## src/rtl/iomem_fabric_pkg.sv

```systemverilog
// Shared types and constants for the picosoc iomem interconnect:
// FSM states, internal register map and STATUS bit layout.
package iomem_fabric_pkg;

  typedef enum logic [1:0] {
    IDLE = 2'd0,
    WAIT = 2'd1,
    RESP = 2'd2
  } state_t;

  // Byte offsets of the internal registers inside slot 0
  localparam logic [31:0] GPIO_OFS   = 32'h0000_0000;
  localparam logic [31:0] STATUS_OFS = 32'h0000_0004;

  localparam int STAT_TO_BIT  = 0;
  localparam int STAT_DEC_BIT = 1;
  localparam int STAT_IDX_LSB = 8;

  // Slot 0 is internal, so NUM_EXT external slots need NUM_EXT+1 codes
  function automatic int calc_idxw(input int num_ext);
    int w;
    w = $clog2(num_ext + 1);
    return (w < 1) ? 1 : w;
  endfunction

endpackage

```

## src/rtl/iomem_fabric_regs.sv

```systemverilog
// Internal slot register file: byte-lane writable GPIO register and a
// sticky STATUS register with write-1-to-clear error flags.
module iomem_fabric_regs
  import iomem_fabric_pkg::*;
#(
  parameter int GPIO_W = 8
) (
  input  logic              clk,
  input  logic              resetn,
  input  logic              access,
  input  logic              gpio_sel,
  input  logic              status_sel,
  input  logic [3:0]        wstrb,
  input  logic [31:0]       wdata,
  input  logic              set_timeout,
  input  logic              set_decode,
  input  logic [7:0]        timeout_idx,
  output logic [31:0]       rd_data,
  output logic [GPIO_W-1:0] gpio
);

  logic        to_flag;
  logic        dec_flag;
  logic [7:0]  to_idx;
  logic [31:0] gpio_ext;
  logic [31:0] status;
  logic        gpio_we;
  logic        status_we;
  logic        unused_bits;

  // Lanes above GPIO_W are simply not stored, so part of the bus is dropped
  assign unused_bits = ^{wdata, wstrb};

  assign gpio_we   = access & gpio_sel & (|wstrb);
  assign status_we = access & status_sel & wstrb[0];

  always_comb begin
    gpio_ext = '0;
    gpio_ext[GPIO_W-1:0] = gpio;
  end

  always_comb begin
    status = '0;
    status[STAT_TO_BIT]       = to_flag;
    status[STAT_DEC_BIT]      = dec_flag;
    status[STAT_IDX_LSB +: 8] = to_idx;
  end

  always_comb begin
    rd_data = '0;
    if (gpio_sel)
      rd_data = gpio_ext;
    else if (status_sel)
      rd_data = status;
  end

  always_ff @(posedge clk or negedge resetn) begin
    if (!resetn) begin
      gpio <= '0;
    end else if (gpio_we) begin
      for (int i = 0; i < GPIO_W; i++) begin
        if (wstrb[i/8])
          gpio[i] <= wdata[i];
      end
    end
  end

  // A set and a clear never meet in one edge since only one access is in flight
  always_ff @(posedge clk or negedge resetn) begin
    if (!resetn) begin
      to_flag  <= 1'b0;
      dec_flag <= 1'b0;
      to_idx   <= '0;
    end else begin
      if (set_timeout) begin
        to_flag <= 1'b1;
        to_idx  <= timeout_idx;
      end else if (status_we && wdata[STAT_TO_BIT]) begin
        to_flag <= 1'b0;
      end
      if (set_decode)
        dec_flag <= 1'b1;
      else if (status_we && wdata[STAT_DEC_BIT])
        dec_flag <= 1'b0;
    end
  end

endmodule

```

## src/rtl/iomem_fabric.sv

```systemverilog
// picosoc iomem interconnect: registered slot decode, single-outstanding
// request/ready FSM with per-access timeout and decode-error reporting.
module iomem_fabric
  import iomem_fabric_pkg::*;
#(
  parameter int          NUM_EXT   = 2,
  parameter int          SLV_AW    = 12,
  parameter logic [31:0] BASE_ADDR = 32'h0300_0000,
  parameter int          TIMEOUT   = 255,
  parameter logic [31:0] ERR_DATA  = 32'hDEAD_BEEF,
  parameter int          GPIO_W    = 8
) (
  input  logic                  clk,
  input  logic                  resetn,
  input  logic                  iomem_valid,
  output logic                  iomem_ready,
  input  logic [3:0]            iomem_wstrb,
  input  logic [31:0]           iomem_addr,
  input  logic [31:0]           iomem_wdata,
  output logic [31:0]           iomem_rdata,
  output logic [NUM_EXT-1:0]    s_valid,
  output logic [3:0]            s_wstrb,
  output logic [SLV_AW-1:0]     s_addr,
  output logic [31:0]           s_wdata,
  input  logic [NUM_EXT-1:0]    s_ready,
  input  logic [32*NUM_EXT-1:0] s_rdata,
  output logic [GPIO_W-1:0]     gpio_o
);

  localparam int IDXW = calc_idxw(NUM_EXT);
  localparam int HIW  = SLV_AW + IDXW;

  state_t              state, state_n;
  logic [IDXW-1:0]     req_idx;
  logic [IDXW-1:0]     sel_idx, sel_idx_n;
  logic [31:0]         cnt, cnt_n;
  logic                hit;
  logic                gpio_sel, status_sel;
  logic [NUM_EXT-1:0]  s_valid_n;
  logic [3:0]          s_wstrb_n;
  logic [SLV_AW-1:0]   s_addr_n;
  logic [31:0]         s_wdata_n;
  logic                ready_n;
  logic [31:0]         rdata_n;
  logic                reg_access, set_to, set_dec;
  logic [31:0]         reg_rdata;
  logic                slot_ready;
  logic [31:0]         slot_rdata;

  assign req_idx    = iomem_addr[SLV_AW +: IDXW];
  assign hit        = (iomem_addr[31:HIW] == BASE_ADDR[31:HIW]);
  assign gpio_sel   = (iomem_addr[SLV_AW-1:2] == GPIO_OFS[SLV_AW-1:2]);
  assign status_sel = (iomem_addr[SLV_AW-1:2] == STATUS_OFS[SLV_AW-1:2]);

  // Only the slot that owns the outstanding request may complete it
  always_comb begin
    slot_ready = 1'b0;
    slot_rdata = '0;
    for (int k = 0; k < NUM_EXT; k++) begin
      if (int'(sel_idx) == k + 1) begin
        slot_ready = s_ready[k];
        slot_rdata = s_rdata[32*k +: 32];
      end
    end
  end

  always_comb begin
    state_n    = state;
    sel_idx_n  = sel_idx;
    cnt_n      = cnt;
    s_valid_n  = s_valid;
    s_wstrb_n  = s_wstrb;
    s_addr_n   = s_addr;
    s_wdata_n  = s_wdata;
    ready_n    = 1'b0;
    rdata_n    = iomem_rdata;
    reg_access = 1'b0;
    set_to     = 1'b0;
    set_dec    = 1'b0;
    case (state)
      IDLE: begin
        if (iomem_valid && hit) begin
          if (req_idx == '0) begin
            reg_access = 1'b1;
            rdata_n    = reg_rdata;
            ready_n    = 1'b1;
            state_n    = RESP;
          end else if (int'(req_idx) <= NUM_EXT) begin
            for (int k = 0; k < NUM_EXT; k++)
              s_valid_n[k] = (int'(req_idx) == k + 1);
            s_wstrb_n = iomem_wstrb;
            s_addr_n  = iomem_addr[SLV_AW-1:0];
            s_wdata_n = iomem_wdata;
            sel_idx_n = req_idx;
            cnt_n     = '0;
            state_n   = WAIT;
          end else begin
            rdata_n = ERR_DATA;
            set_dec = 1'b1;
            ready_n = 1'b1;
            state_n = RESP;
          end
        end
      end
      WAIT: begin
        // Slave completion takes priority over a timeout in the same cycle
        if (slot_ready) begin
          rdata_n   = slot_rdata;
          s_valid_n = '0;
          ready_n   = 1'b1;
          state_n   = RESP;
        end else if (TIMEOUT != 0 && cnt == 32'(TIMEOUT - 1)) begin
          rdata_n   = ERR_DATA;
          set_to    = 1'b1;
          s_valid_n = '0;
          ready_n   = 1'b1;
          state_n   = RESP;
        end else begin
          cnt_n = cnt + 32'd1;
        end
      end
      RESP: begin
        state_n = IDLE;
      end
      default: begin
        state_n = IDLE;
      end
    endcase
  end

  always_ff @(posedge clk or negedge resetn) begin
    if (!resetn) begin
      state       <= IDLE;
      sel_idx     <= '0;
      cnt         <= '0;
      s_valid     <= '0;
      s_wstrb     <= '0;
      s_addr      <= '0;
      s_wdata     <= '0;
      iomem_ready <= 1'b0;
      iomem_rdata <= '0;
    end else begin
      state       <= state_n;
      sel_idx     <= sel_idx_n;
      cnt         <= cnt_n;
      s_valid     <= s_valid_n;
      s_wstrb     <= s_wstrb_n;
      s_addr      <= s_addr_n;
      s_wdata     <= s_wdata_n;
      iomem_ready <= ready_n;
      iomem_rdata <= rdata_n;
    end
  end

  iomem_fabric_regs #(
    .GPIO_W (GPIO_W)
  ) u_regs (
    .clk         (clk),
    .resetn      (resetn),
    .access      (reg_access),
    .gpio_sel    (gpio_sel),
    .status_sel  (status_sel),
    .wstrb       (iomem_wstrb),
    .wdata       (iomem_wdata),
    .set_timeout (set_to),
    .set_decode  (set_dec),
    .timeout_idx (8'(sel_idx)),
    .rd_data     (reg_rdata),
    .gpio        (gpio_o)
  );

endmodule

```

## config.mk

```make
export PLATFORM = sky130hd
export DESIGN_NAME = iomem_fabric
export DESIGN_NICKNAME = d
export VERILOG_FILES = /design/src/rtl/iomem_fabric_pkg.sv /design/src/rtl/iomem_fabric_regs.sv /design/src/rtl/iomem_fabric.sv
export SDC_FILE = /design/constraint.sdc
export NUM_CORES = 1
export LEC_CHECK = 0
export ABC_AREA = 1
export BUFFER_PORTS_ARGS = -buffer_cell sky130_fd_sc_hd__buf_4
export CAP_MARGIN = 20
export CORE_MARGIN = 2
export CORE_UTILIZATION = 50
export DETAILED_ROUTE_END_ITERATION = 12
export PLACE_DENSITY_LB_ADDON = 0.1
export SYNTH_ARGS = -nofsm -noshare
export SYNTH_HDL_FRONTEND = slang
export SYNTH_SLANG_ARGS = --single-unit
```

## constraint.sdc

```tcl
create_clock -name clk -period 2.75 [get_ports clk]
set_input_delay 0.1375 -clock clk [delete_from_list [all_inputs] [get_ports clk]]
set_output_delay 0.1375 -clock clk [all_outputs]
set_load 0.05 [all_outputs]
```

# --- Word level (Yosys, flattened, before mapping) ---
# Cells that the tools add are included.
classes:
  add_sub_neg: 1
  multipliers: 0
  n_div: 0
  magnitude_cmp: 1
  eq_ne: 15
  shift: 0
  mux: 48
  bitwise: 5
  reduce_logical: 16
ops:
  columns: ["operator", "n"]
  rows:
  - ["32-bit two-way mux", 13]
  - ["32-bit case mux with 2 select lines", 2]
  - ["32-bit by 1-bit adder with 32-bit output, second input constant", 1]
  - ["32-bit by 8-bit equality test with 1-bit output, second input constant", 1]
  - ["2-bit two-way mux", 10]
  - ["1-bit two-way mux", 19]
  - ["18-bit by 12-bit equality test with 1-bit output, second input constant", 1]
  - ["10-bit by 1-bit equality test with 1-bit output, second input constant", 1]
  - ["10-bit zero test", 1]
  - ["10-bit two-way mux", 1]
  - ["2-bit inequality test, second input constant", 5]
  - ["2-bit equality test, second input constant", 4]
  - ["2-bit case mux with 2 select lines", 2]
  - ["4-bit AND reduction", 2]
  - ["3-bit inequality test, second input constant", 2]
  - ["6-bit AND reduction", 1]
  - ["2-bit nonzero test", 3]
  - ["5-bit AND reduction", 1]
  - ["1-bit AND", 4]
  - ["2-bit zero test", 2]
  - ["2-bit AND reduction", 2]
  - ["4-bit OR reduction", 1]
  - ["1-bit logical AND", 3]
  - ["2-bit by 1-bit equality test with 1-bit output, second input constant", 1]
  - ["other kinds (3)", 3]
word_totals:
  ff_bits: 131
  latchBits: 0
  ram_bits: 0
  rom_bits: 0
  output_inout_bits: 91
  word_cells: 99
  mem_count: 0

# --- Logic depth before layout (Yosys ltp) ---
# Gate-level depths: netlist of the first run.
logic_depth:
  depth_word: 9
  ltp_mapped: 12

# --- Cells and area by module ---
# Synthesis of the first run repeated with hierarchy kept, for this count alone.
hier_totals:
  cells_unflattened: 1123
  hier_area_um2: 8172.8
modules_own_cells:
  columns: ["mod", "instances", "cells_per_inst", "area_each_um2"]
  rows:
  - ["iomem_fabric", 1, 1000, 7180.6]
  - ["iomem_fabric_regs", 1, 123, 992.2]

# --- Least setup slack after synthesis of the first run ---
# Ideal clock, no wire load.
synth_path:
  path_type: "register to register"
  start: "reg cnt[0]"
  end: "reg cnt[15]"
  setup_time_ns: 0.117
  arrival_ns: 1.537
  required_time_ns: 2.633
  slack_ns: 1.095
  path_stages_with_launch: 13
  period_less_slack_ns: 1.655
  cell_sequence: "dfrtp_1 > inv_1 > ha_1 > inv_1 > nor2_1 > nand4_1 > nor2_2 > nand2_2 > nand2_4 > nand2_4 > buf_6 > nand3_1 > nand2_1"
synth_between:
  elab_chain_len: 4
  word_cells_on_any_way: 7
  cone_classes: "1 x add/sub; 2 x eq/ne; 3 x mux; 1 x reduce/logical"
synth_lines:
  columns: ["element", "line_no", "rtl"]
  rows:
  - ["start, declared", "iomem_fabric.sv:36", "logic [31:0] cnt, cnt_n;"]
  - ["start signal, assigned", "iomem_fabric.sv:145", "cnt <= cnt_n;"]
  - ["32-bit by 1-bit adder with 32-bit output", "iomem_fabric.sv:119", "cnt_n = cnt + 32'd1;"]
  - ["32-bit two-way mux", "iomem_fabric.sv:112", "end else if (TIMEOUT != 0 && cnt == 32'(TIMEOUT - 1)) begin"]
  - ["32-bit two-way mux", "iomem_fabric.sv:107", "if (slot_ready) begin"]
  - ["32-bit case mux with 2 select lines", "iomem_fabric.sv:80", "case (state)"]
# Several ways; a longest one is shown, not always the timed one. The select of a mux whose other input is x is not followed.
# A chain may end at the register's enable or synchronous reset.

# --- Worst setup path after layout of the first run ---
layout_path:
  start: "reg cnt[0]"
  end: "reg cnt[6]"
# Same word-level chain as after synthesis.

==> key figures, run 1 <==
Synthesis
  • Sequential area share after synthesis: 0.446
  • Post-synth cell types: 33
  • Post-synth top cells: 446 x nand2_1, 131 x dfrtp_1, 108 x nand3_1
  • Mapped Area: 7350 µm²
  • Yosys reg bits: 131
  • Top FF cell, synth: dfrtp_1
  • EDFF count, synth: 0
  • Syn Area/Cell: 7.14 µm²
  • Synth Warn #: 0
  • Area leader, netlist: dfrtp_1
  • Net Count, Synth: 1,173
  • Synth area leaders: dfrtp_1 45%, nand2_1 23%, nand3_1 7.4%
  • Async SR Flop Fraction: 1.00
  • Area share of the largest cell type after synthesis: 0.446
  • Most instantiated library cell after synthesis: nand2_1
  • Cells after synthesis: 1,029

Pwr
  • Peak VDD IR: just over 0.4 mV
  • LEAKAGE: a little over 5 nW
  • PwrDens: 451 nW/µm²

Timing
  • Tmin final: ~2.1 ns
  • Max Clock Skew: roughly 0.0084 ns
  • Max Slew Vio Count: 0
  • Unrepaired setup endpoints after global routing: false
  • Slew HR: 0.590
  • Setup-failing EPs final: 0
  • Fmax: ~470 MHz
  • Setup TNS: 0 ns
  • Slew @ Worst Pin: 0.614 ns
  • Final period util: 0.776
  • Final hold violation count: 1
  • Hold slack: -0.000586 ns

Critical path
  • CP startpoint kind: flop
  • CP required: just over 3 ns
  • Reg2reg start: cnt[0]
  • CP Max Fanout: 32
  • R2R depth: 11
  • FF-to-FF setup slack: 0.62 ns
  • Critical path type: reg2reg
  • CP arrival: approximately 2.5 ns
  • Crit end category: flop
  • Worst R2R End: cnt[6]

Worst hold path
  • Worst Hold Endpoint: iomem_rdata[14]
  • Min-delay src: s_rdata[14]
  • Tightest Hold Check Type: in2reg
  • Hold path cells: 5

GRT
  • First-pass GRT wire length: 38,800 µm
  • Largest net degree at the start of global routing: 57
  • Grt ovf: 0
  • Vias in the first global route: 7,505
  • Initial antenna violation count: 0
  • Tot GR Track Use: 0.307

Clock network
  • Post_cts resized: 0
  • Worst-path clk slew: ~0.060 ns
  • Longest Clk Path Bufs: 2
  • # H-tree levels: 4
  • CTS sink cnt: 131
  • Worst skew pair latency: 0.43 ns
  • CTS tree: built
  • Clock root buffer: clkbuf_16
  • Inserted Clock Buffers: 17

Drt
  • Routed length per instance: roughly 16 µm
  • Final WL: approximately 23,000 µm
  • Met2 Wirelength: around 11,000 µm
  • Vias per cell: 5.30
  • DRT antenna net count: 0
  • Vias: just under 8,000
  • DR iter-0 viols: 733
  • Detailed-router iteration count before antenna repair: 6
  • M1 WL: just over 10,000 µm
  • # DRC: 0
  • DR WL met3: 1750 µm
  • Top sig layer: met4

Cells and area
  • Layout area overhead: 38.3%
  • Multi-input gate area: 3570 µm²
  • Final nets: ~1,400
  • Fill cells: 1,174
  • Register Area: 3280 µm²
  • Ant. Diodes: 0
  • Layout cells sized above 1: 0.233

Die
  • Initial Utilization: 0.510
  • Core ar.: ~14,000 µm²
  • I/O Pins: about 230
  • Die Ht: 125 µm
  • Row count: 44
  • Die Wd: 125 µm
  • Die area: ~16,000 µm²

Run status
  • Failing checks: hold timing
  • Status: finished with violations

Placed design
  • Routability congestion estimate: 0.929
  • Port Buf Inserts: 227
  • Post-DP HPWL: 16,100 µm

Flow run
  • Max cap viols: 0
==> layer usage <==
metal,GRT usage,vias to the layer above
met3,0.0676,48
li1,-,3791
met4,0.110,0
met1,0.428,3671
met5,0,-
met2,0.475,346
==> cell type report <==
class	count	area share
Sequential cell	131	0.323
Clock buffer	20	0.0449
Timing Repair Buffer	287	0.225
Tap cell	184	0.0226
Inverter	58	0.0214
Clock inverter	12	0.0119
Multi-Input combinational cell	790	0.352
==> placed cells by master (no fill, tap or decap), drive strengths merged, types with 2 or more instances in the layout <==
cell type      n
a31oi         13
and2           2
buf          241
clkbuf        20
clkinv         3
clkinvlp       3
dfrtp        131
dlygate4sd3   46
ha             7
inv           63
nand2        450
nand3        111
nand4         39
nor2         113
nor3           6
o21ai         33
xnor2          8
xor2           5
==> where the power goes <==
group	switching, mW	total (mW)	internal (mW)
Combinational	0.194	0.409	0.215
Clock	0.914	2.22	1.31
Sequential	0.0106	1.95	1.94
Total	1.12	4.58	3.47
==> flip-flops by register name, indices dropped and copies added, names as in the netlist <==
name / cells
sel_idx: 2
iomem_ready: 1
u_regs.gpio: 8
s_valid: 2
u_regs.dec_flag: 1
s_wstrb: 4
iomem_rdata: 32
cnt: 32
u_regs.to_flag: 1
state: 2
s_wdata: 32
u_regs.to_idx: 2
s_addr: 12
==> how the worst max path moves through the flow <==
stage                     slack [ns]      from     endpoint  cells past startpoint
after floorplan                 1.10    cnt[0]      cnt[15]                     12
after global placement          0.69  state[1]  s_wdata[11]                      6
after detailed placement        0.66    cnt[0]       cnt[6]                     11
after CTS                       0.62    cnt[0]       cnt[6]                     11
after global routing            0.39    cnt[0]      cnt[26]                     11
final                           0.62    cnt[0]       cnt[6]                     11
==> cell families (layout without fill, tap and decap cells) <==
family	Yosys count	in the layout	synth area share
compound gates	46	46	0.0345
xor+xnor	13	13	0.0155
flops	131	131	0.446
buf+inv	108	377	0.0679
simple gates	724	724	0.424
fa+ha+maj	7	7	0.0119
==> timing repair <==
item	4_1_cts	5_1_grt
endpoints found under the hold margin	86	0
setup buffers	0	0
endpoints found under the setup margin	0	0
hold buffers	46	0
==> worst max-delay path: stages (launching register included) <==
cell and delay [ns]:
dfrtp_1 0.44, inv_1 0.14, ha_1 0.16, inv_1 0.06, nor2_1 0.09, nand4_1 0.09
nor2_2 0.20, nand2_2 0.09, nand2_4 0.23, nand2_4 0.28, nand2_1 0.16, o21ai_2 0.06
==> metrics by stage <==
step                instance area, µm²  power (mW)  worst slack, ns  cells  utilization
finish                           10200        4.58            0.615   1482        0.705
floorplan                         7350        2.10             1.10   1029            -
detailed placement                9130        2.34            0.656   1404        0.633
CTS                              10200        4.60            0.618   1482        0.705
global route                     10200        4.74            0.393   1482        0.705
global placement                  9130        2.34            0.688   1404        0.633
(Power assumes the default switching activity.)
==> run 2: changes to the inputs <==
Clock period 2.75 ns to 2 ns, I/O delays scaled along.
==> key figures, run 2 (synthesized netlist as in run 1, its figures left out) <==
Placed design
  • Port Buf Inserts: 227 (unchanged)
  • Routability congestion estimate: 0.948 (+2.1%)
  • Dpl cell area: 9240 µm² (+1.3%)
  • Cells after DPL: 1,416 (+0.85%)
  • Post-DP HPWL: 16,300 µm (+1.3%)

Drt
  • Vias: 8,053 (+2.5%)
  • Final WL: 24,900 µm (+6.1%)
  • DR iter-0 viols: 787 (+7.4%)
  • Vias per cell: 5.35 (+0.87%)
  • DRT antenna net count: 0 (unchanged)
  • Routed length per instance: 16.6 µm (+4.4%)
  • Detailed-router iteration count before antenna repair: 5 (-1)
  • # DRC: 0 (unchanged)

Critical path
  • CP arrival: 2.22 ns (-0.23 ns)
  • Worst Path Buf+Inv: 1 (-1)
  • CP Max Fanout: 33 (+3.1%)
  • Crit end category: flop
  • Delay-heaviest family, CP: simple AND/OR/NAND/NOR gates
  • Origin of the worst setup path: state[1]
  • CP max-delay cell: dfrtp_1
  • CP required: 2.30 ns (-0.76 ns)
  • Critical path type: reg2reg
  • Reg2reg start: state[1]
  • CP startpoint kind: flop
  • Sequence of cells on the critical path: or2_4 > nor3_4 > nand4_4 > buf_6 > o21ai_0
  • Crit-path max cell delay: 0.44 ns (about the same)

Timing
  • Tmin final: 1.92 ns (-0.216 ns)
  • Fmax: 521 MHz (+11%)
  • Slew HR: 0.656 (+0.0660)
  • Final period util: 0.959 (+0.183)
  • Max Slew Vio Count: 0 (unchanged)
  • Slew @ Worst Pin: 0.512 ns (-0.102 ns)
  • Setup TNS: 0 ns (unchanged)
  • Unrepaired setup endpoints after global routing: false
  • Setup-failing EPs final: 0 (unchanged)
  • Final hold violation count: 0 (-1)
  • Hold slack: 0.0104 ns (+0.0110 ns)
  • Max Clock Skew: 0.0120 ns (+0.00355 ns)

Die
  • Initial Utilization: 0.510 (unchanged)
  • Row count: 44 (unchanged)
  • I/O Pins: 228 (unchanged)
  • Die Ht: 125 µm (unchanged)
  • Die Wd: 125 µm (unchanged)
  • Die area: 15,700 µm² (unchanged)
  • Core ar.: 14,400 µm² (unchanged)

Clock network
  • CTS sink cnt: 131 (unchanged)
  • CTS tree: built
  • Longest Clk Path Bufs: 2 (unchanged)
  • Worst-path clk slew: 0.06 ns (about the same)
  • Clock root buffer: clkbuf_16
  • # H-tree levels: 4 (unchanged)
  • Inserted Clock Buffers: 17 (unchanged)
  • Worst skew pair latency: 0.42 ns (about the same)

GRT
  • Grt ovf: 0 (unchanged)
  • Initial antenna violation count: 0 (unchanged)
  • Vias in the first global route: 7,715 (+2.8%)
  • Largest net degree at the start of global routing: 49 (-14%)
  • First-pass GRT wire length: 39,400 µm (+1.6%)
  • Tot GR Track Use: 0.311 (+0.00352)

Cells and area
  • Commonest non-fill, non-tap cell in the layout: nand2_1
  • Final nets: 1,453 (+1.7%)
  • Largest registers: cnt: 32 flops, iomem_rdata: 32 flops, s_wdata: 32 flops
  • Final Non-Filler Cells: 1,506 (+1.6%)
  • Layout area overhead: 43.2%
  • Post-layout util: 0.730 (+0.0254)
  • Ant. Diodes: 0 (unchanged)
  • Fill cells: 1,109 (-5.5%)
  • Final instance area: 10,500 µm² (+3.6%)
  • Layout cells sized above 1: 0.245 (+0.0116)
  • Commonest non-fill, non-tap cells in the layout: 446 x nand2_1, 249 x buf_4, 130 x dfrtp_1

Pwr
  • Peak VDD IR: 0.697 mV (+73%)
  • LEAKAGE: 5.40 nW (+3.8%)
  • PwrDens: 625 nW/µm² (+38%)

Run status
  • Status: complete, no violations

Worst hold path
  • Min-delay src: s_rdata[61]
  • Tightest Hold Check Type: in2reg

Flow run
  • Max cap viols: 0 (unchanged)
## run 2: path summary, 6_finish.rpt
check | end | slack, ns | cells after the start
min | iomem_rdata[29] | 0.01 | 5
max | s_addr[11] | 0.08 | 5
min in group asynchronous | s_wdata[13] | 0.18 | 2
min reg2reg | s_wstrb[0] | 0.48 | 2
max reg2reg | s_addr[11] | 0.08 | 5
max in group asynchronous | cnt[26] | 1.18 | 3
## run 2: report_power, final
part	total [mW]	switching (mW)	internal, mW
Sequential	2.69	0.0157	2.67
Clock	3.31	1.31	2.00
Combinational	0.578	0.273	0.306
## run 2: what timing repair did
item / in CTS / in global routing
buffers inserted: 0 / 2
gates resized for setup: 0 / 11
hold endpoints to repair: 104 / 0
setup endpoints to repair: 0 / 69
hold buffers: 52 / 0
## run 2: layout make-up
cell class | count | area, µm² | area share
clock inverters | 15 | 194 | 0.0184
well taps | 184 | 230 | 0.0219
inverters | 58 | 218 | 0.0207
flip-flops and latches | 131 | 3280 | 0.311
repair buffers | 309 | 2530 | 0.241
multi-input cells | 792 | 3650 | 0.347
clock buffers | 17 | 425 | 0.0404
## run 2: per-stage QoR
step,worst slack (ns),power (mW)
after global placement,0.156,3.22
after CTS,0.0453,6.58
final,0.0818,6.58
after floorplan,0.345,2.89
after detailed placement,0.100,3.22
after global routing,0.00941,6.77
## run 2: layer usage
metal | GRT usage | wire, µm
met4 | 0.114 | 731
met5 | 0 | 0
met1 | 0.418 | 10500
met3 | 0.0963 | 2360
met2 | 0.475 | 11400
## run 2: tightest hold or removal path: stages
cell	delay (ns)
buf_4	0.08
nand3_1	0.06
nand2_1	0.06
nand2_1	0.04
nand2_1	0.05
==> run 3: changes to the inputs <==
Settings changed: BUFFER_PORTS_ARGS -buffer_cell sky130_fd_sc_hd__buf_4 to unset, DONT_BUFFER_PORTS set to 1, REMOVE_ABC_BUFFERS set to 1.
==> key figures, run 3 (synthesized netlist as in run 1, its figures left out) <==
GRT
  • Grt ovf: 0 (unchanged)
  • Initial antenna violation count: 0 (unchanged)
  • First-pass GRT wire length: 35,300 µm (-11%)
  • Vias in the first global route: 6,986 (-9.4%)
  • Tot GR Track Use: 0.279 (-0.0317)
  • Largest net degree at the start of global routing: 132 (+170%)

Drt
  • Vias per cell: 5.35 (about the same)
  • Vias: 7,070 (-12%)
  • DR iter-0 viols: 488 (-38%)
  • Routed length per instance: 16.2 µm (-1.9%)
  • Detailed-router iteration count before antenna repair: 5 (unchanged)
  • Final WL: 21,500 µm (-14%)
  • # DRC: 0 (unchanged)
  • DRT antenna net count: 0 (unchanged)

Cells and area
  • Layout area overhead: 23.7%
  • Final nets: 1,268 (-13%)
  • Post-layout util: 0.631 (-0.0995)
  • Ant. Diodes: 0 (unchanged)
  • Register Area: 3280 µm² (about the same)
  • Multi-input gate area: 3600 µm² (-1.4%)
  • Fill cells: 1,279 (+15%)
  • Layout cells sized above 1: 0.0862 (-0.159)
  • Final Non-Filler Cells: 1,321 (-12%)
  • Commonest non-fill, non-tap cell in the layout: nand2_1
  • Final instance area: 9100 µm² (-14%)
  • Commonest non-fill, non-tap cells in the layout: 446 x nand2_1, 131 x dfrtp_1, 108 x nand3_1
  • Largest registers: cnt: 32 flops, iomem_rdata: 32 flops, s_wdata: 32 flops

Timing
  • Hold slack: -0.633 ns (-0.644 ns)
  • Slew HR: 0.626 (-0.0302)
  • Final hold violation count: 131 (+131)
  • Unrepaired setup endpoints after global routing: false
  • Setup TNS: 0 ns (unchanged)
  • Max Slew Vio Count: 0 (unchanged)
  • Worst setup margin: 0.140 ns (+0.0586 ns)
  • Setup-failing EPs final: 0 (unchanged)
  • Max Clock Skew: 0.00635 ns (-0.00561 ns)
  • Tmin final: 1.86 ns (-0.0586 ns)
  • Slew @ Worst Pin: 0.561 ns (+0.0493 ns)
  • Fmax: 538 MHz (+3.2%)
  • Final period util: 0.930 (-0.0293)

Critical path
  • CP required: 2.36 ns (+0.06 ns)
  • CP max-delay cell: dlygate4sd3_1
  • Most used cell, CP: nand2_1
  • Worst Path Buf+Inv: 2 (+1)
  • Critical path type: reg2reg
  • Crit end category: flop
  • CP arrival: 2.22 ns (about the same)
  • Sequence of cells on the critical path: nor2_4 > buf_4 > nand2_1 > nand2_1 > dlygate4sd3_1 > nand2_1 > nand2_1
  • Crit-path max cell delay: 0.56 ns (+0.12 ns)
  • Delay-heaviest family, CP: buffers and inverters
  • CP Max Fanout: 32 (-3.0%)
  • CP startpoint kind: flop

Placed design
  • Port Buf Inserts: 0 (-100%)
  • Dpl ws: 0.195 ns (+0.0946 ns)
  • Routability congestion estimate: 0.886 (-6.5%)
  • Cells after DPL: 1,197 (-15%)
  • Dpl cell area: 7570 µm² (-18%)
  • Post-DP HPWL: 14,100 µm (-13%)

Die
  • Die Ht: 125 µm (unchanged)
  • Die Wd: 125 µm (unchanged)
  • Die area: 15,700 µm² (unchanged)
  • Core ar.: 14,400 µm² (unchanged)
  • Row count: 44 (unchanged)
  • Initial Utilization: 0.510 (unchanged)
  • I/O Pins: 228 (unchanged)

Clock network
  • # H-tree levels: 4 (unchanged)
  • Inserted Clock Buffers: 17 (unchanged)
  • Worst-path clk slew: 0.06 ns (about the same)
  • Clock root buffer: clkbuf_16
  • Longest Clk Path Bufs: 2 (unchanged)
  • Worst skew pair latency: 0.42 ns (about the same)
  • # hold bufs at CTS: 91 (+75%)
  • CTS sink cnt: 131 (unchanged)
  • CTS tree: built

Pwr
  • Total power: 6.13 mW (-6.8%)
  • Peak VDD IR: 0.588 mV (-16%)
  • PwrDens: 674 nW/µm² (+7.9%)
  • LEAKAGE: 4.39 nW (-19%)

Flow run
  • Max cap viols: 0 (unchanged)

Worst hold path
  • Tightest Hold Check Type: in2async

Run status
  • Failing checks: hold timing
  • Status: finished with violations
==> run 3: where the power goes <==
group	total, mW	leakage [nW]	switching [mW]	internal (mW)
combinational	0.236	2.37	0.0873	0.149
clock	3.12	0.277	1.24	1.88
sequential	2.77	1.74	0.0974	2.67
total	6.13	4.39	1.43	4.70
==> run 3: final timing paths <==
kind	cells after the start	start	endpoint	slack [ns]
worst max-delay path	7	sel_idx[1]	iomem_rdata[17]	0.14
worst min-delay path	0	resetn	s_wdata[24]	-0.63
worst max register to register	7	sel_idx[1]	iomem_rdata[17]	0.14
worst min register to register	2	u_regs.to_flag	u_regs.to_flag	0.49
max in group asynchronous	0	resetn	cnt[6]	2.44
min in group clk	6	s_rdata[18]	iomem_rdata[18]	0.02
==> run 3: repair_timing <==
item | in CTS | in global routing
resized for setup | 0 | 2
endpoints found under the hold margin | 214 | 131
buffers inserted | 0 | 0
setup endpoints to repair | 0 | 6
==> run 3: cell type report <==
type	instances	area share
Clock buffer	18	0.0483
Timing Repair Buffer	125	0.130
Multi-Input combinational cell	791	0.396
Clock inverter	14	0.0169
Tap cell	184	0.0253
Sequential cell	131	0.360
Inverter	58	0.0239
==> run 3: layer usage <==
metal / track usage / vias to the layer above / wire (µm)
met5: 0 / - / 0
met3: 0.0706 / 33 / 1630
met2: 0.460 / 300 / 10000
met4: 0.0856 / 0 / 433
met1: 0.364 / 3263 / 9350
li1: - / 3474 / -
